File: src/rtl/double_op_unit.sv
// MSP430-style double-operand ALU: single-cycle logic/arithmetic ops and a
// nibble-serial decimal adder, sequenced by a small IDLE/EXEC/DADD/DONE FSM.
module double_op_unit #(
    parameter int WIDTH = 16
) (
    input  logic             Clk,
    input  logic             Rst,
    input  logic             Start,
    input  logic [3:0]       Opcode,
    input  logic             Bw,
    input  logic [WIDTH-1:0] Src,
    input  logic [WIDTH-1:0] Dst,
    input  logic [3:0]       Flags_in,
    output logic             Busy,
    output logic             Done,
    output logic [WIDTH-1:0] Res,
    output logic             Wr_en,
    output logic [3:0]       Flags,
    output logic             Illegal
);

    localparam int CW = $clog2(WIDTH / 4) + 1;

    typedef enum logic [1:0] {
        IDLE,
        EXEC,
        DADD,
        DONE
    } state_t;

    state_t             state_q;
    logic [3:0]         op_q;
    logic               bw_q;
    logic [WIDTH-1:0]   src_q;
    logic [WIDTH-1:0]   dst_q;
    logic [3:0]         fin_q;
    logic [WIDTH-1:0]   acc_q;
    logic               cy_q;
    logic [CW-1:0]      cnt_q;
    logic               done_q;
    logic               ill_q;
    logic               wr_q;
    logic [WIDTH-1:0]   res_q;
    logic [3:0]         flags_q;

    function automatic logic sgn(input logic [WIDTH-1:0] x, input logic b);
        return b ? x[7] : x[WIDTH-1];
    endfunction

    logic [WIDTH-1:0] in_mask;
    assign in_mask = Bw ? WIDTH'(8'hFF) : {WIDTH{1'b1}};

    // Single-cycle datapath for all non-decimal opcodes
    logic [WIDTH-1:0] mask;
    logic [WIDTH-1:0] b_x;
    logic             sub;
    logic             cin;
    logic [WIDTH:0]   sum;
    logic [WIDTH-1:0] ar;
    logic             a_c;
    logic             a_v;
    logic [3:0]       a_flags;
    logic [WIDTH-1:0] l_res;
    logic [WIDTH-1:0] ex_res;
    logic [3:0]       ex_flags;
    logic             ex_wr;
    logic             ex_ill;

    always_comb begin
        mask = bw_q ? WIDTH'(8'hFF) : {WIDTH{1'b1}};
        sub  = (op_q == 4'h7) || (op_q == 4'h8) || (op_q == 4'h9);
        b_x  = sub ? (~src_q & mask) : src_q;
        case (op_q)
            4'h6, 4'h7: cin = fin_q[0];
            4'h8, 4'h9: cin = 1'b1;
            default:    cin = 1'b0;
        endcase
        sum     = {1'b0, dst_q} + {1'b0, b_x} + (WIDTH + 1)'(cin);
        ar      = sum[WIDTH-1:0] & mask;
        a_c     = bw_q ? sum[8] : sum[WIDTH];
        a_v     = (sgn(dst_q, bw_q) == sgn(b_x, bw_q)) &&
                  (sgn(ar, bw_q) != sgn(dst_q, bw_q));
        a_flags = {a_v, sgn(ar, bw_q), ar == '0, a_c};

        l_res    = '0;
        ex_res   = '0;
        ex_flags = fin_q;
        ex_wr    = 1'b1;
        ex_ill   = 1'b0;
        case (op_q)
            4'h4: ex_res = src_q;
            4'h5, 4'h6, 4'h7, 4'h8: begin
                ex_res   = ar;
                ex_flags = a_flags;
            end
            4'h9: begin
                ex_res   = ar;
                ex_flags = a_flags;
                ex_wr    = 1'b0;
            end
            4'hB, 4'hF: begin
                l_res    = dst_q & src_q;
                ex_res   = l_res;
                ex_flags = {1'b0, sgn(l_res, bw_q), l_res == '0, l_res != '0};
                ex_wr    = (op_q == 4'hF);
            end
            4'hC: ex_res = dst_q & ~src_q & mask;
            4'hD: ex_res = dst_q | src_q;
            4'hE: begin
                l_res    = dst_q ^ src_q;
                ex_res   = l_res;
                ex_flags = {sgn(src_q, bw_q) & sgn(dst_q, bw_q),
                            sgn(l_res, bw_q), l_res == '0, l_res != '0};
            end
            default: begin
                ex_wr  = 1'b0;
                ex_ill = 1'b1;
            end
        endcase
    end

    // One BCD digit per clock; digits above 9 fall out of the same +6 adjust
    logic [WIDTH-1:0] d_sh;
    logic [WIDTH-1:0] s_sh;
    logic [4:0]       nib_s;
    logic             d_c;
    logic [3:0]       nib_r;
    logic [WIDTH-1:0] acc_d;
    logic [CW-1:0]    nib_last;
    logic             d_last;

    always_comb begin
        d_sh     = dst_q >> {cnt_q, 2'b00};
        s_sh     = src_q >> {cnt_q, 2'b00};
        nib_s    = {1'b0, d_sh[3:0]} + {1'b0, s_sh[3:0]} + 5'(cy_q);
        d_c      = nib_s > 5'd9;
        nib_r    = d_c ? (nib_s[3:0] + 4'd6) : nib_s[3:0];
        acc_d    = acc_q | (WIDTH'(nib_r) << {cnt_q, 2'b00});
        nib_last = bw_q ? CW'(1) : CW'(WIDTH / 4 - 1);
        d_last   = (cnt_q == nib_last);
    end

    always_ff @(posedge Clk) begin
        if (Rst) begin
            state_q <= IDLE;
            op_q    <= '0;
            bw_q    <= 1'b0;
            src_q   <= '0;
            dst_q   <= '0;
            fin_q   <= '0;
            acc_q   <= '0;
            cy_q    <= 1'b0;
            cnt_q   <= '0;
            done_q  <= 1'b0;
            ill_q   <= 1'b0;
            wr_q    <= 1'b0;
            res_q   <= '0;
            flags_q <= '0;
        end else begin
            case (state_q)
                IDLE, DONE: begin
                    done_q  <= 1'b0;
                    ill_q   <= 1'b0;
                    state_q <= IDLE;
                    if (Start) begin
                        op_q    <= Opcode;
                        bw_q    <= Bw;
                        src_q   <= Src & in_mask;
                        dst_q   <= Dst & in_mask;
                        fin_q   <= Flags_in;
                        acc_q   <= '0;
                        cy_q    <= Flags_in[0];
                        cnt_q   <= '0;
                        state_q <= (Opcode == 4'hA) ? DADD : EXEC;
                    end
                end
                EXEC: begin
                    res_q   <= ex_res;
                    flags_q <= ex_flags;
                    wr_q    <= ex_wr;
                    ill_q   <= ex_ill;
                    done_q  <= 1'b1;
                    state_q <= DONE;
                end
                DADD: begin
                    acc_q <= acc_d;
                    cy_q  <= d_c;
                    cnt_q <= cnt_q + CW'(1);
                    if (d_last) begin
                        res_q   <= acc_d;
                        flags_q <= {1'b0, sgn(acc_d, bw_q), acc_d == '0, d_c};
                        wr_q    <= 1'b1;
                        done_q  <= 1'b1;
                        state_q <= DONE;
                    end
                end
                default: state_q <= IDLE;
            endcase
        end
    end

    assign Busy    = (state_q == EXEC) || (state_q == DADD);
    assign Done    = done_q;
    assign Illegal = ill_q;
    assign Wr_en   = wr_q;
    assign Res     = res_q;
    assign Flags   = flags_q;

endmodule
File: config.mk
export PLATFORM = sky130hd
export DESIGN_NAME = double_op_unit
export DESIGN_NICKNAME = d
export VERILOG_FILES = /design/src/rtl/double_op_unit.sv
export SDC_FILE = /design/constraint.sdc
export NUM_CORES = 1
export LEC_CHECK = 0
export CORE_AREA = 2 2 118 177
export CTS_BUF_LIST = sky130_fd_sc_hd__clkbuf_8 sky130_fd_sc_hd__clkbuf_16
export DETAILED_ROUTE_END_ITERATION = 10
export DIE_AREA = 0 0 120 179
export MAX_ROUTING_LAYER = met4
export SYNTH_ARGS = -nofsm -noshare
export SYNTH_HDL_FRONTEND = slang
export SYNTH_SLANG_ARGS = --single-unit
File: constraint.sdc
create_clock -name Clk -period 4.7 [get_ports Clk]
set_input_delay 0.705 -clock Clk [delete_from_list [all_inputs] [get_ports Clk]]
set_output_delay 0.705 -clock Clk [all_outputs]
set_load 0.1 [all_outputs]
Word level (Yosys, flattened, before mapping)
Index checks and enable logic that the tools add are counted.
{"block": "totals", "regBits": 86, "input_bits": 44, "out_inout_bits": 24, "elab_cells": 116}
{"block": "op_classes", "n_addsub": 6, "magnitude_cmp": 1, "eq_ne": 20, "shifts": 3, "muxes": 36, "bitwise_logic": 12, "reduce_logical": 24}
{"cell": "$and A16 B16 Y16", "count": 7}
{"cell": "$pmux W16 S6", "count": 1}
{"cell": "$mux W16", "count": 5}
{"cell": "$logic_not A16 Y1", "count": 4}
{"cell": "$pmux W16 S2", "count": 2}
{"cell": "$eq A4 B4 Y1 const B", "count": 8}
{"cell": "$or A16 B16 Y16", "count": 2}
{"cell": "$reduce_bool A16 Y1", "count": 2}
{"cell": "$shr A16 B5 Y4", "count": 2}
{"cell": "$add A16 B16 Y17", "count": 1}
{"cell": "$add A17 B1 Y17", "count": 1}
{"cell": "$eq A4 B3 Y1 const B", "count": 4}
{"cell": "$not A16 Y16", "count": 1}
{"cell": "$shl A4 B5 Y16", "count": 1}
{"cell": "$xor A16 B16 Y16", "count": 1}
{"cell": "$pmux W4 S3", "count": 1}
{"cell": "$mux W1", "count": 11}
{"cell": "$reduce_or A11 Y1", "count": 1}
{"cell": "$pmux W1 S2", "count": 5}
{"cell": "$mux W2", "count": 4}
{"cell": "$mux W4", "count": 2}
{"cell": "$pmux W4 S2", "count": 1}
{"cell": "$reduce_or A2 Y1", "count": 4}
{"cell": "$reduce_or A8 Y1", "count": 1}
{"cell": "other kinds (22)", "count": 30}

Logic depth before layout (Yosys ltp)
Gate-level depths: netlist of run 1.
{"block": "depth", "ltp_word": 12, "mapped_depth": 16, "mapped_depth_nobuf": 14}

Worst setup path after synthesis of run 1
No wires, ideal clock.
{"block": "synth_timing", "kind": "register to register", "start": "register cnt_q[0]", "end": "register res_q[2] (netlist: Res[2])", "setup_time_ns": 0.086, "arrival_time_ns": 4.384, "t_required_ns": 4.614, "slack_ns": 0.230, "stages_incl_launch_ff": 16, "path_buffers": 1, "synth_period_minus_slack_ns": 4.470, "path_cell_list": "dfxtp_1 -> buf_1 -> mux4_2 -> and2_1 -> fa_1 -> fa_1 -> inv_1 -> ha_1 -> nor2b_1 -> a211oi_1 -> nor2_1 -> o21ai_1 -> mux2i_1 -> a21o_1 -> nand2_1 -> a211oi_1"}
{"block": "synth_between", "elab_chain_len": 9, "word_cells_on_any_way": 14, "cone_classes": "add/sub (3); order compare (1); eq/ne (2); shift (3); mux (3); bitwise (1); reduce/logical (1)"}
{"element": "start, declared", "line_no": "39", "text": "logic [CW-1:0] cnt_q;"}
{"element": "start signal, assigned", "line_no": "188", "text": "cnt_q <= cnt_q + CW'(1);"}
{"element": "$shr A16 B5 Y4 (on tied branches)", "line_no": "133, 134"}
{"element": "$add A4 B4 Y5", "line_no": "135", "text": "nib_s = {1'b0, d_sh[3:0]} + {1'b0, s_sh[3:0]} + 5'(cy_q);"}
{"element": "$add A5 B1 Y5", "line_no": "135"}
{"element": "$add A4 B3 Y4 or $gt A5 B4 Y1 (tied branches)", "line_no": "137, 136"}
{"element": "$mux W4", "line_no": "137", "text": "nib_r = d_c ? (nib_s[3:0] + 4'd6) : nib_s[3:0];"}
{"element": "$shl A4 B5 Y16", "line_no": "138", "text": "acc_d = acc_q | (WIDTH'(nib_r) << {cnt_q, 2'b00});"}
{"element": "$or A16 B16 Y16", "line_no": "138"}
{"element": "$mux W16", "line_no": "189", "text": "if (d_last) begin"}
{"element": "$pmux W16 S2", "line_no": "160", "text": "case (state_q)"}
{"element": "end signal, assigned", "line_no": "178", "text": "res_q <= ex_res;"}
{"element": "end, declared", "line_no": "43", "text": "logic [WIDTH-1:0] res_q;"}
Several ways; a longest one is shown, not always the timed one. The select of a mux whose other input is x is not followed.
A chain may end at the register's enable or synchronous reset.

Worst setup path in the final report of run 1
{"block": "layout_timing", "start": "register cnt_q[0]", "end": "register res_q[10] (netlist: Res[10])"}
The elaborated chain is that of the path after synthesis.

==> key figures, run 1 <==
Hold path
  • Worst Hold Path EP: fin_q[3]
  • Hold Path Depth: 2
  • Hold Crit Class: register to register
  • Hold_sp: fin_q[3]

Critical path
  • Reg2Reg Capture Point: Res[10]
  • Crit-path most repeated cell: fa_1
  • Worst setup path startpoint: cnt_q[0]
  • Setup CP Type: register to register
  • CP cell instances: mux4_2, and2_1, fa_1, fa_1, xnor2_1, ha_1, nor2b_1, a211oi_1, nor2_1, o21ai_1, mux2i_2, a21o_1, a221oi_1, nor3_1
  • Type of origin of the critical path: register
  • Cell family with most CP delay: adder cells
  • Highest net fanout along the worst path: 6
  • CP endpoint kind: register
  • Req. time, crit path: 4.91 ns
  • RR Startpoint: cnt_q[0]
  • Critical path buffers and inverters: 0
  • CP peak stage delay: between 0.5 and 0.6 ns
  • Crit-path slowest cell: mux4_2
  • Reg2Reg Depth: 14
  • Internal reg-to-reg setup slack: between 0.2 and 0.3 ns
  • Worst path arrival time: between 4 and 5 ns

CTS
  • Clk_lat worst skew: approximately 0.37 ns
  • CTS Buf Count: 9
  • Post-CTS Setup Bufs: 0
  • # H-tree levels: 3
  • Clock Pin Slew Worst Setup and Hold Paths: 0.07 ns
  • CTS sink cnt: 86
  • CTS tree: yes
  • Clock buffer depth: 2
  • Clk Tree Root Cell: clkbuf_16

Place
  • Pre-CTS WS: about 0.36 ns
  • Buffers on Ports: 67
  • GP Congestion: approximately 1.0
  • Final HPWL DP: around 19 mm

Routing
  • DRT Pass-1 Iters: 6
  • DRC: 0
  • DR vias: roughly 6800
  • DRT iter0 DRCs: ~500
  • Vias per inst: 5.68
  • Final WL: roughly 24 mm
  • Avg WL per Cell: approximately 20 microns
  • Antenna Nets Post-Route: 0

GRT
  • Total gr overflow: 0
  • Largest net degree at the start of global routing: between 70 and 80
  • Gr busiest metal: met2
  • Met3 usage: approximately 3.4%
  • GR Util met2: 40.1%
  • Met1 Usage GRT: 25.6%
  • GRT Total Usage: a little under a quarter
  • Number of global-route vias before repair: approximately 6500
  • First-pass GRT wire length: approximately 38 mm
  • Antenna violations before repair: 0

Floorplanning
  • FP Rows: 64
  • # IOs: 68
  • Initial core utilization: 34.1%
  • Die Span X: 120 microns
  • Die Y: 179 microns
  • Core Area: 0.0201 sq mm
  • Die area: between 0.02 and 0.025 sq mm

Logic synthesis
  • Count leader, synth: nand2_1
  • Top cells by count, synth: nand2_1 (120), a21oi_1 (96), dfxtp_1 (86)
  • Synth area leader: dfxtp_1
  • FFs w/ async S/R, synth: 0%
  • Share of Yosys cell area claimed by the top area cell type: between 20 and 30%
  • Distinct cells, synth: 78
  • Netlist Area Pre-Place: around 0.0069 sq mm
  • Avg Cell Area, Syn: 7.78 sq um
  • Synthesis Warnings: 0
  • Syn Inst Count: between 800 and 900
  • Post-synth EDFFs: 0
  • Ranking of synthesized cells by area: dfxtp_1 (25%), ha_1 (13%), a21oi_1 (7.0%), nand2_1 (6.6%), nor2_1 (3.8%)
  • Top_reg_cell synth: dfxtp_1
  • FF+latch count, synth: 86
  • Register area share after synthesis: 25.1%
  • Post-synth net total: 1000

STA
  • FMAX: ~230 MHz
  • TNS Setup: 0 ns
  • Count of final setup violators: 0
  • Slew margin rel.: roughly 30%
  • Final Worst Setup Slack: around 0.28 ns
  • Worst-Margin Slew: between 1 and 1.5 ns
  • Min Tclk post-route: between 4 and 5 ns
  • Fin. max-slew vios: 0
  • Crit share post-route: a little over nine tenths
  • Final hold violations: 0
  • Clock Skews: ~0.015 ns
  • RSZ-0062 raised after global routing: false

Layout
  • Register Area: roughly 0.0017 sq mm
  • Area of the multi-input gates: 0.00475 sq mm
  • Antenna fix cells: 0
  • Nets: around 1000
  • Filler cell count: between 2000 and 2500
  • Syn-to-layout area delta: 19.0%
  • Share of layout cells above drive strength 1: around 7.7%

Power
  • Sw power: ~2300 uW
  • Total power: 4450 uW
  • Net Sw Frac: around half
  • Flop pwr share: a little under a quarter
  • Int Pwr: 2160 uW
  • Power per Cell Area: approximately 550 mW/mm^2
  • Logic pwr share: 57.9%
  • Peak VDD IR: approximately 0.23 mV
  • Clock power share: around 18%
  • Static leakage: approximately 0.0031 uW

Status
  • Status: complete, no violations

Run
  • Max_cap viols: 0
-- kinds of logic after synthesis --
logic type	synth area share, %
DFF	25.1
xor gates and xnor gates	2.94
AOI/OAI and AO/OA	25.4
muxes	4.03
buffers and inverters	5.73
adders and majority gates	14.1
and+or+nand+nor	22.6
-- layout make-up --
| type | instances | area share [%] |
|---|---|---|
| Multi-Input combinational cell | 695 | 58.3 |
| Timing Repair Buffer | 92 | 10.5 |
| Clock buffer | 9 | 2.76 |
| Clock inverter | 7 | 1.29 |
| Sequential cell | 86 | 21.1 |
| Inverter | 45 | 2.07 |
| Tap cell | 264 | 4.05 |
-- how the worst max path moves through the flow --
stage               to  slack [ns]  cells past startpoint
4_1_cts        Res[10]        0.35                     14
2_1_floorplan   Res[2]        0.23                     15
3_3_place_gp   Res[10]        0.41                     14
6_report       Res[10]        0.28                     14
5_1_grt        Res[10]        0.02                     14
3_5_place_dp   Res[10]        0.36                     14
-- per-stage QoR --
step	cells	cell area (sq um)	hold slack [ns]	utilization [%]
floorplan	881	6850	0.436	-
global placement	1182	7820	0.466	38.9
detailed placement	1182	7820	0.478	38.9
CTS	1198	8150	0.487	40.6
global route	1198	8160	0.506	40.6
finish	1198	8160	0.486	40.6
-- timing repair --
item,4_1_cts,5_1_grt
resized for setup,0,1
hold buffers,0,0
endpoints found under the setup margin,0,2
-- cell usage in the layout, fill, tap and decap left out, types with 4 or more instances in the layout --
master,Yosys,final
o21a_1,4,4
fa_1,4,4
mux4_2,9,9
nor4_1,10,10
or2_1,4,4
a222oi_1,9,9
a21o_1,14,14
o21ai_0,26,26
nand3_1,16,16
nand2_1,120,120
a211oi_1,10,10
o21ai_1,13,13
xnor2_1,20,20
nor3_1,27,27
clkbuf_16,0,9
a31oi_1,9,9
a22oi_1,10,10
inv_1,44,44
ha_1,71,71
buf_4,1,25
nand3b_1,16,16
and2_1,11,11
nor2_1,70,70
a21oi_1,96,96
dfxtp_1,86,86
and3_1,6,6
a221o_1,4,4
nand2b_1,10,10
a311oi_1,5,5
a221oi_1,6,6
nand4_1,6,6
nor2b_1,7,7
o211ai_1,16,16
clkdlybuf4s50_1,0,66
-- power groups by stage --
stage	Clock (uW)	Sequential (uW)	Combinational, uW
6_report	820	1050	2580
5_1_grt	861	1070	2770
4_1_cts	834	1050	2550
3_5_place_dp	0	1070	2540
3_3_place_gp	0	1070	2530
2_1_floorplan	0	1460	1400
-- tightest hold or removal path: cells and delay by family, from the launching register on --
kind               cells  cell delay, ns
DFF                    1            0.33
and+or+nand+nor        1            0.06
AOI/OAI and AO/OA      1            0.05
-- per-layer routing --
metal	up-vias	share of wire, %
met2	266	50
li1	3272	-
met3	100	4.7
met5	-	0
met1	3171	38
met4	0	7.5
-- state kept, by name, indices dropped and copies added, names as in the netlist --
| name | cells |
|---|---|
| Wr_en | 1 |
| fin_q | 4 |
| Done | 1 |
| cy_q | 1 |
| acc_q | 16 |
| dst_q | 16 |
| bw_q | 1 |
| Res | 16 |
| op_q | 4 |
| state_q | 2 |
| src_q | 16 |
| cnt_q | 3 |
| Illegal | 1 |
| Flags | 4 |
Power figures use the tool's default switching activity.
==> run 2, diff against run 1 <==
--- a/config.mk
+++ b/config.mk
@@ -10,6 +10,7 @@
 export DETAILED_ROUTE_END_ITERATION = 10
 export DIE_AREA = 0 0 120 179
 export MAX_ROUTING_LAYER = met4
+export PLACE_DENSITY = 0.61
 export SYNTH_ARGS = -nofsm -noshare
 export SYNTH_HDL_FRONTEND = slang
 export SYNTH_SLANG_ARGS = --single-unit
==> run 2 against run 1 <==
Global-route usage shrank 0.73 points. Fmax down 1.1%. Clock skew decreased by 0.0084 ns. Power fell by 1.1%. Via count is 2.2% higher. Core utilization shrank 0.068 points. Clock power is 6.8% lower. Setup slack worse by 0.050 ns. Combinational power barely moved. Sequential power barely moved.
==> key figures, run 2 (synthesis results as in run 1) <==
GRT
  • GRT Total Usage: 23.1% (-0.73 points)
  • Total gr overflow: 0 (unchanged)
  • First-pass GRT wire length: 36.8 mm (-2.6%)
  • Number of global-route vias before repair: 6551 (+0.23%)
  • Largest net degree at the start of global routing: 80 (+1.3%)
  • Antenna violations before repair: 0 (unchanged)

Critical path
  • Highest net fanout along the worst path: 8 (+2)
  • CP endpoint kind: register
  • Req. time, crit path: 4.94 ns (+0.03 ns)
  • Type of origin of the critical path: register
  • Worst path arrival time: 4.71 ns (+0.08 ns)
  • Setup CP Type: register to register

Place
  • Final HPWL DP: 18.6 mm (-3.4%)
  • Post-Place Cells: 1183 (+0.085%)
  • Placed inst area: 0.00783 sq mm (about the same)
  • GP Congestion: 1.02 (+1.8%)
  • Buffers on Ports: 67 (unchanged)

CTS
  • # H-tree levels: 3 (unchanged)
  • Clock buffer depth: 2 (unchanged)
  • Post-CTS Setup Bufs: 0 (unchanged)
  • CTS sink cnt: 86 (unchanged)
  • Clk_lat worst skew: 0.36 ns (about the same)
  • CTS Hold Bufs: 0 (unchanged)
  • CTS Buf Count: 9 (unchanged)
  • CTS tree: yes
  • Clock Pin Slew Worst Setup and Hold Paths: 0.07 ns (about the same)
  • Clk Tree Root Cell: clkbuf_16

Routing
  • Antenna Nets Post-Route: 0 (unchanged)
  • Vias per inst: 5.80 (+2.1%)
  • Final WL: 24.0 mm (-2.1%)
  • DRT Pass-1 Iters: 6 (unchanged)
  • DR vias: 6956 (+2.2%)
  • DRC: 0 (unchanged)
  • DRT iter0 DRCs: 663 (+33%)
  • Avg WL per Cell: 20.0 microns (-2.1%)

STA
  • Count of final setup violators: 0 (unchanged)
  • Final hold violations: 0 (unchanged)
  • Crit share post-route: 95.2% (+1.1 points)
  • Fin. max-slew vios: 0 (unchanged)
  • FMAX: 224 MHz (-1.1%)
  • Slew margin rel.: 27.2% (-2.6 points)
  • TNS Setup: 0 ns (unchanged)
  • Worst-Margin Slew: 1.09 ns (+0.0423 ns)
  • RSZ-0062 raised after global routing: false
  • Clock Skews: 0.00638 ns (-0.00843 ns)
  • Min Tclk post-route: 4.47 ns (+0.0497 ns)

Power
  • Power per Cell Area: 540 mW/mm^2 (-0.96%)
  • Logic pwr share: 58.7% (+0.8 points)
  • Clock power share: 17.4% (-1.0 points)
  • Peak VDD IR: 0.245 mV (+5.5%)
  • Static leakage: 0.00312 uW (about the same)
  • Net Sw Frac: 51.7% (+0.26 points)
  • Sw power: 2270 uW (-0.63%)
  • Flop pwr share: 23.9% (+0.2 points)
  • Total power: 4400 uW (-1.1%)
  • Int Pwr: 2130 uW (-1.7%)

Floorplanning
  • FP Rows: 64 (unchanged)
  • Die area: 0.0215 sq mm (unchanged)
  • # IOs: 68 (unchanged)
  • Die Span X: 120 microns (unchanged)
  • Initial core utilization: 34.1% (unchanged)
  • Die Y: 179 microns (unchanged)
  • Core Area: 0.0201 sq mm (unchanged)

Layout
  • Post-layout util: 40.5% (-0.068 points)
  • Leading cell types in the layout, fill and taps excluded: nand2_1 (120), a21oi_1 (96), dfxtp_1 (86)
  • Syn-to-layout area delta: 18.8%
  • Antenna fix cells: 0 (unchanged)
  • Commonest non-fill, non-tap cell in the layout: nand2_1
  • Final Cell Area: 0.00814 sq mm (-0.17%)
  • Share of layout cells above drive strength 1: 7.81% (+0.099 points)
  • Non-filler cells, final: 1199 (+0.083%)
  • Nets: 1049 (+0.095%)

Status
  • Status: complete, no violations

Run
  • Max_cap viols: 0 (unchanged)

Hold path
  • Hold Crit Class: register to register
[run 2: changes by cell type in the layout (fill, tap and decap cells not counted), sizes merged]
| cell | delta |
|---|---|
| bufinv | -1 |
| clkbuf | +1 |
| clkinvlp | -1 |
| clkinv | +2 |
| buf | +1 |
| inv | -1 |
[run 2: worst max-delay path, cell delays in order (launching register included)]
cell      delay (ns)
dfxtp_1         0.58
mux4_2          0.37
and2_1          0.19
fa_1            0.44
fa_1            0.47
xnor2_1         0.16
ha_1            0.24
nor2b_1         0.16
a211oi_1        0.27
o21ai_1         0.17
a31o_2          0.30
o21ba_1         0.17
o41ai_1         0.53
and2_1          0.23
o41ai_2         0.07
[run 2: stage by stage]
stage          hold WS, ns  setup slack, ns
2_1_floorplan        0.436            0.230
3_3_place_gp         0.454            0.298
3_5_place_dp         0.462            0.278
4_1_cts              0.470            0.250
5_1_grt              0.485           0.0402
6_report             0.465            0.228
[run 2: routing by layer]
metal / wire [microns] / track usage [%]
met3: 1260 / 2.64
met4: 1660 / 15.2
met1: 9090 / 25.1
met2: 11900 / 39.7
met5: 0 / -
[run 2: area by class of cell]
class / instances / area [sq um]
Clock buffer: 10 / 239
Clock inverter: 6 / 70.1
Fill cell: 2070 / 12000
Inverter: 45 / 169
Multi-Input combinational cell: 695 / 4750
Sequential cell: 86 / 1720
Tap cell: 264 / 330
Timing Repair Buffer: 93 / 861
[run 2: power groups by stage]
| stage | Sequential [uW] | Clock, uW | Combinational [uW] |
|---|---|---|---|
| floorplan | 1460 | 0 | 1400 |
| global placement | 1070 | 0 | 2530 |
| detailed placement | 1070 | 0 | 2540 |
| CTS | 1050 | 772 | 2550 |
| global route | 1070 | 799 | 2770 |
| finish | 1050 | 764 | 2580 |
[run 2: worst paths after layout]
kind / from / endpoint / slack [ns] / depth (start not counted)
hold / removal: fin_q[2] / fin_q[2] / 0.46 / 2
setup reg to reg: cnt_q[1] / Flags[1] / 0.23 / 14
setup / recovery: cnt_q[1] / Flags[1] / 0.23 / 14
hold reg to reg: fin_q[2] / fin_q[2] / 0.46 / 2
[run 2: what timing repair did]
item                       4_1_cts  5_1_grt
setup endpoints to repair        0        1
resized for setup                0        1
hold endpoints to repair         0        0
==> run 3, diff against run 2 <==
--- a/config.mk
+++ b/config.mk
@@ -9,6 +9,7 @@
 export CTS_BUF_LIST = sky130_fd_sc_hd__clkbuf_8 sky130_fd_sc_hd__clkbuf_16
 export DETAILED_ROUTE_END_ITERATION = 10
 export DIE_AREA = 0 0 120 179
+export GPL_TIMING_DRIVEN = 0
 export MAX_ROUTING_LAYER = met4
 export PLACE_DENSITY = 0.61
 export SYNTH_ARGS = -nofsm -noshare
==> run 3 against run 2 <==
Via count increased by 0.78%. Die area unchanged. Final cell count increased by 2.7%. Clock-buffer cell count decreased by 1. Setup slack got worse by 0.019 ns. Sequential share of layout area decreased by 0.37 points. Power increased by 2.4%. Hold slack improved by 0.012 ns. Core utilization increased by 0.77 points. Global-route usage increased by 1.9 points. Sequential power about the same.
==> key figures, run 3 (synthesis results as in run 1) <==
Critical path
  • Setup CP Type: register to register
  • Reg2Reg Capture Point: Flags[1]
  • Type of origin of the critical path: register
  • Reg2Reg Depth: 15 (+1)
  • Worst path arrival time: 4.71 ns (about the same)
  • Highest net fanout along the worst path: 10 (+2)
  • CP endpoint kind: register
  • RR Startpoint: cnt_q[0]
  • Req. time, crit path: 4.92 ns (-0.02 ns)
  • Internal reg-to-reg setup slack: 0.21 ns (-0.02 ns)

Floorplanning
  • FP Rows: 64 (unchanged)
  • Initial core utilization: 34.1% (unchanged)
  • Die area: 0.0215 sq mm (unchanged)
  • Core Area: 0.0201 sq mm (unchanged)
  • Die Y: 179 microns (unchanged)
  • Die Span X: 120 microns (unchanged)
  • # IOs: 68 (unchanged)

Power
  • Int Pwr: 2130 uW (+0.28%)
  • Net Sw Frac: 52.7% (+1.0 points)
  • Logic pwr share: 60.1% (+1.4 points)
  • Peak VDD IR: 0.209 mV (-15%)
  • Static leakage: 0.00312 uW (about the same)
  • Clock power share: 16.5% (-0.9 points)
  • Power per Cell Area: 543 mW/mm^2 (+0.53%)
  • Flop pwr share: 23.4% (-0.5 points)
  • Sw power: 2380 uW (+4.5%)

STA
  • Crit share post-route: 95.5% (+0.39 points)
  • TNS Setup: 0 ns (unchanged)
  • RSZ-0062 raised after global routing: false
  • Clock Skews: 0.00865 ns (+0.00226 ns)
  • Min Tclk post-route: 4.49 ns (+0.0185 ns)
  • Worst-Margin Slew: 1.03 ns (-0.0569 ns)
  • Fin. max-slew vios: 0 (unchanged)
  • Count of final setup violators: 0 (unchanged)
  • Slew margin rel.: 30.6% (+3.3 points)
  • Final hold violations: 0 (unchanged)
  • FMAX: 223 MHz (-0.41%)

Routing
  • DRT iter0 DRCs: 578 (-13%)
  • Final WL: 25.7 mm (+7.3%)
  • Antenna Nets Post-Route: 0 (unchanged)
  • DRT Pass-1 Iters: 7 (+1)
  • DRC: 0 (unchanged)
  • Vias per inst: 5.69 (-1.8%)
  • DR vias: 7010 (+0.78%)
  • Avg WL per Cell: 20.9 microns (+4.5%)

CTS
  • CTS tree: yes
  • Clock Pin Slew Worst Setup and Hold Paths: 0.07 ns (about the same)
  • Clock buffer depth: 2 (unchanged)
  • Clk Tree Root Cell: clkbuf_16
  • Clk_lat worst skew: 0.36 ns (about the same)
  • CTS Buf Count: 9 (unchanged)
  • CTS sink cnt: 86 (unchanged)
  • # H-tree levels: 3 (unchanged)

GRT
  • GRT Total Usage: 25.0% (+1.9 points)
  • Largest net degree at the start of global routing: 16 (-80%)
  • Antenna violations before repair: 0 (unchanged)
  • Total gr overflow: 0 (unchanged)
  • First-pass GRT wire length: 39.2 mm (+6.7%)
  • Number of global-route vias before repair: 6869 (+4.9%)

Layout
  • Commonest non-fill, non-tap cell in the layout: nand2_1
  • Nets: 1082 (+3.1%)
  • Leading cell types in the layout, fill and taps excluded: nand2_1 (120), a21oi_1 (95), dfxtp_1 (84)
  • Final Cell Area: 0.00830 sq mm (+1.9%)
  • Syn-to-layout area delta: 21.1%
  • Share of layout cells above drive strength 1: 7.86% (+0.052 points)
  • Antenna fix cells: 0 (unchanged)

Hold path
  • Worst Hold Path EP: fin_q[1]
  • Hold_sp: fin_q[1]
  • Hold Path Depth: 2 (unchanged)
  • Hold Crit Class: register to register

Place
  • Buffers on Ports: 66 (-1.5%)
  • Final HPWL DP: 20.3 mm (+9.3%)
  • Placed inst area: 0.00785 sq mm (+0.19%)
  • GP Congestion: 1.02 (-0.16%)

Status
  • Status: complete, no violations

Run
  • Max_cap viols: 0 (unchanged)
==> run 3: cell count changes in the layout (fill, tap and decap cells not counted), sizes merged <==
cell and delta:
clkinv -1, buf -9, clkbuf +41, inv +1
==> run 3: worst max-delay path, cell delays in order, from the launching register on <==
cell and delay (ns):
dfxtp_2 0.40, buf_8 0.17, mux4_2 0.52, and2_1 0.20, fa_2 0.39, fa_2 0.58
inv_1 0.11, ha_2 0.23, nor2b_2 0.16, a211oi_2 0.32, o21ai_2 0.12, a31o_2 0.29
o21ba_1 0.19, o41ai_2 0.32, and2_1 0.21, o41ai_2 0.11
==> run 3: area by class of cell <==
| cell class | instances | area [sq um] |
|---|---|---|
| multi-input combinational | 695 | 4820 |
| inverter | 45 | 169 |
| fill | 2102 | 11800 |
| timing repair buffer | 72 | 718 |
| clock buffer | 9 | 225 |
| buffer | 54 | 236 |
| sequential | 86 | 1720 |
| clock inverter | 6 | 70.1 |
| tap | 264 | 330 |
==> run 3: worst max path at each step <==
stage	from	endpoint	slack, ns	cells past startpoint
after floorplan	cnt_q[0]	Res[2]	0.23	15
after global placement	cnt_q[0]	Res[10]	-0.79	15
after detailed placement	cnt_q[0]	Res[10]	-0.76	15
after CTS	cnt_q[0]	Flags[1]	0.04	15
after global routing	cnt_q[0]	Flags[1]	0.04	15
final	cnt_q[0]	Flags[1]	0.21	15
==> run 3: through the flow <==
| step | total power [uW] | setup WS (ns) | utilization, % | cells | hold slack (ns) |
|---|---|---|---|---|---|
| after floorplan | 2850 | 0.230 | - | 881 | 0.436 |
| after global placement | 3620 | -0.794 | 39.0 | 1211 | 0.462 |
| after global routing | 4760 | 0.0364 | 41.3 | 1231 | 0.502 |
| after CTS | 4400 | 0.0433 | 40.7 | 1225 | 0.474 |
| after detailed placement | 3630 | -0.758 | 39.0 | 1211 | 0.464 |
| final | 4510 | 0.209 | 41.3 | 1231 | 0.477 |
==> run 3: routing by layer <==
metal | global-route usage [%] | part of all wire [%]
met1 | 26.6 | 38
met2 | 43.4 | 50
met3 | 3.50 | 4.8
met4 | 15.6 | 6.8
met5 | - | 0
==> run 3: power by group through the flow <==
| stage | Clock (uW) | Sequential, uW | Combinational, uW |
|---|---|---|---|
| floorplan | 0 | 1460 | 1400 |
| global placement | 0 | 1060 | 2560 |
| detailed placement | 0 | 1070 | 2560 |
| CTS | 754 | 1050 | 2600 |
| global route | 778 | 1070 | 2910 |
| finish | 743 | 1050 | 2710 |
==> run 3: what timing repair did <==
| item | in CTS | in global routing |
|---|---|---|
| hold endpoints to repair | 0 | 0 |
| gates resized for setup | 10 | 17 |
| hold buffers | 0 | 0 |
| setup buffers | 0 | 6 |
| setup endpoints to repair | 18 | 11 |
| pin swaps | 1 | 3 |
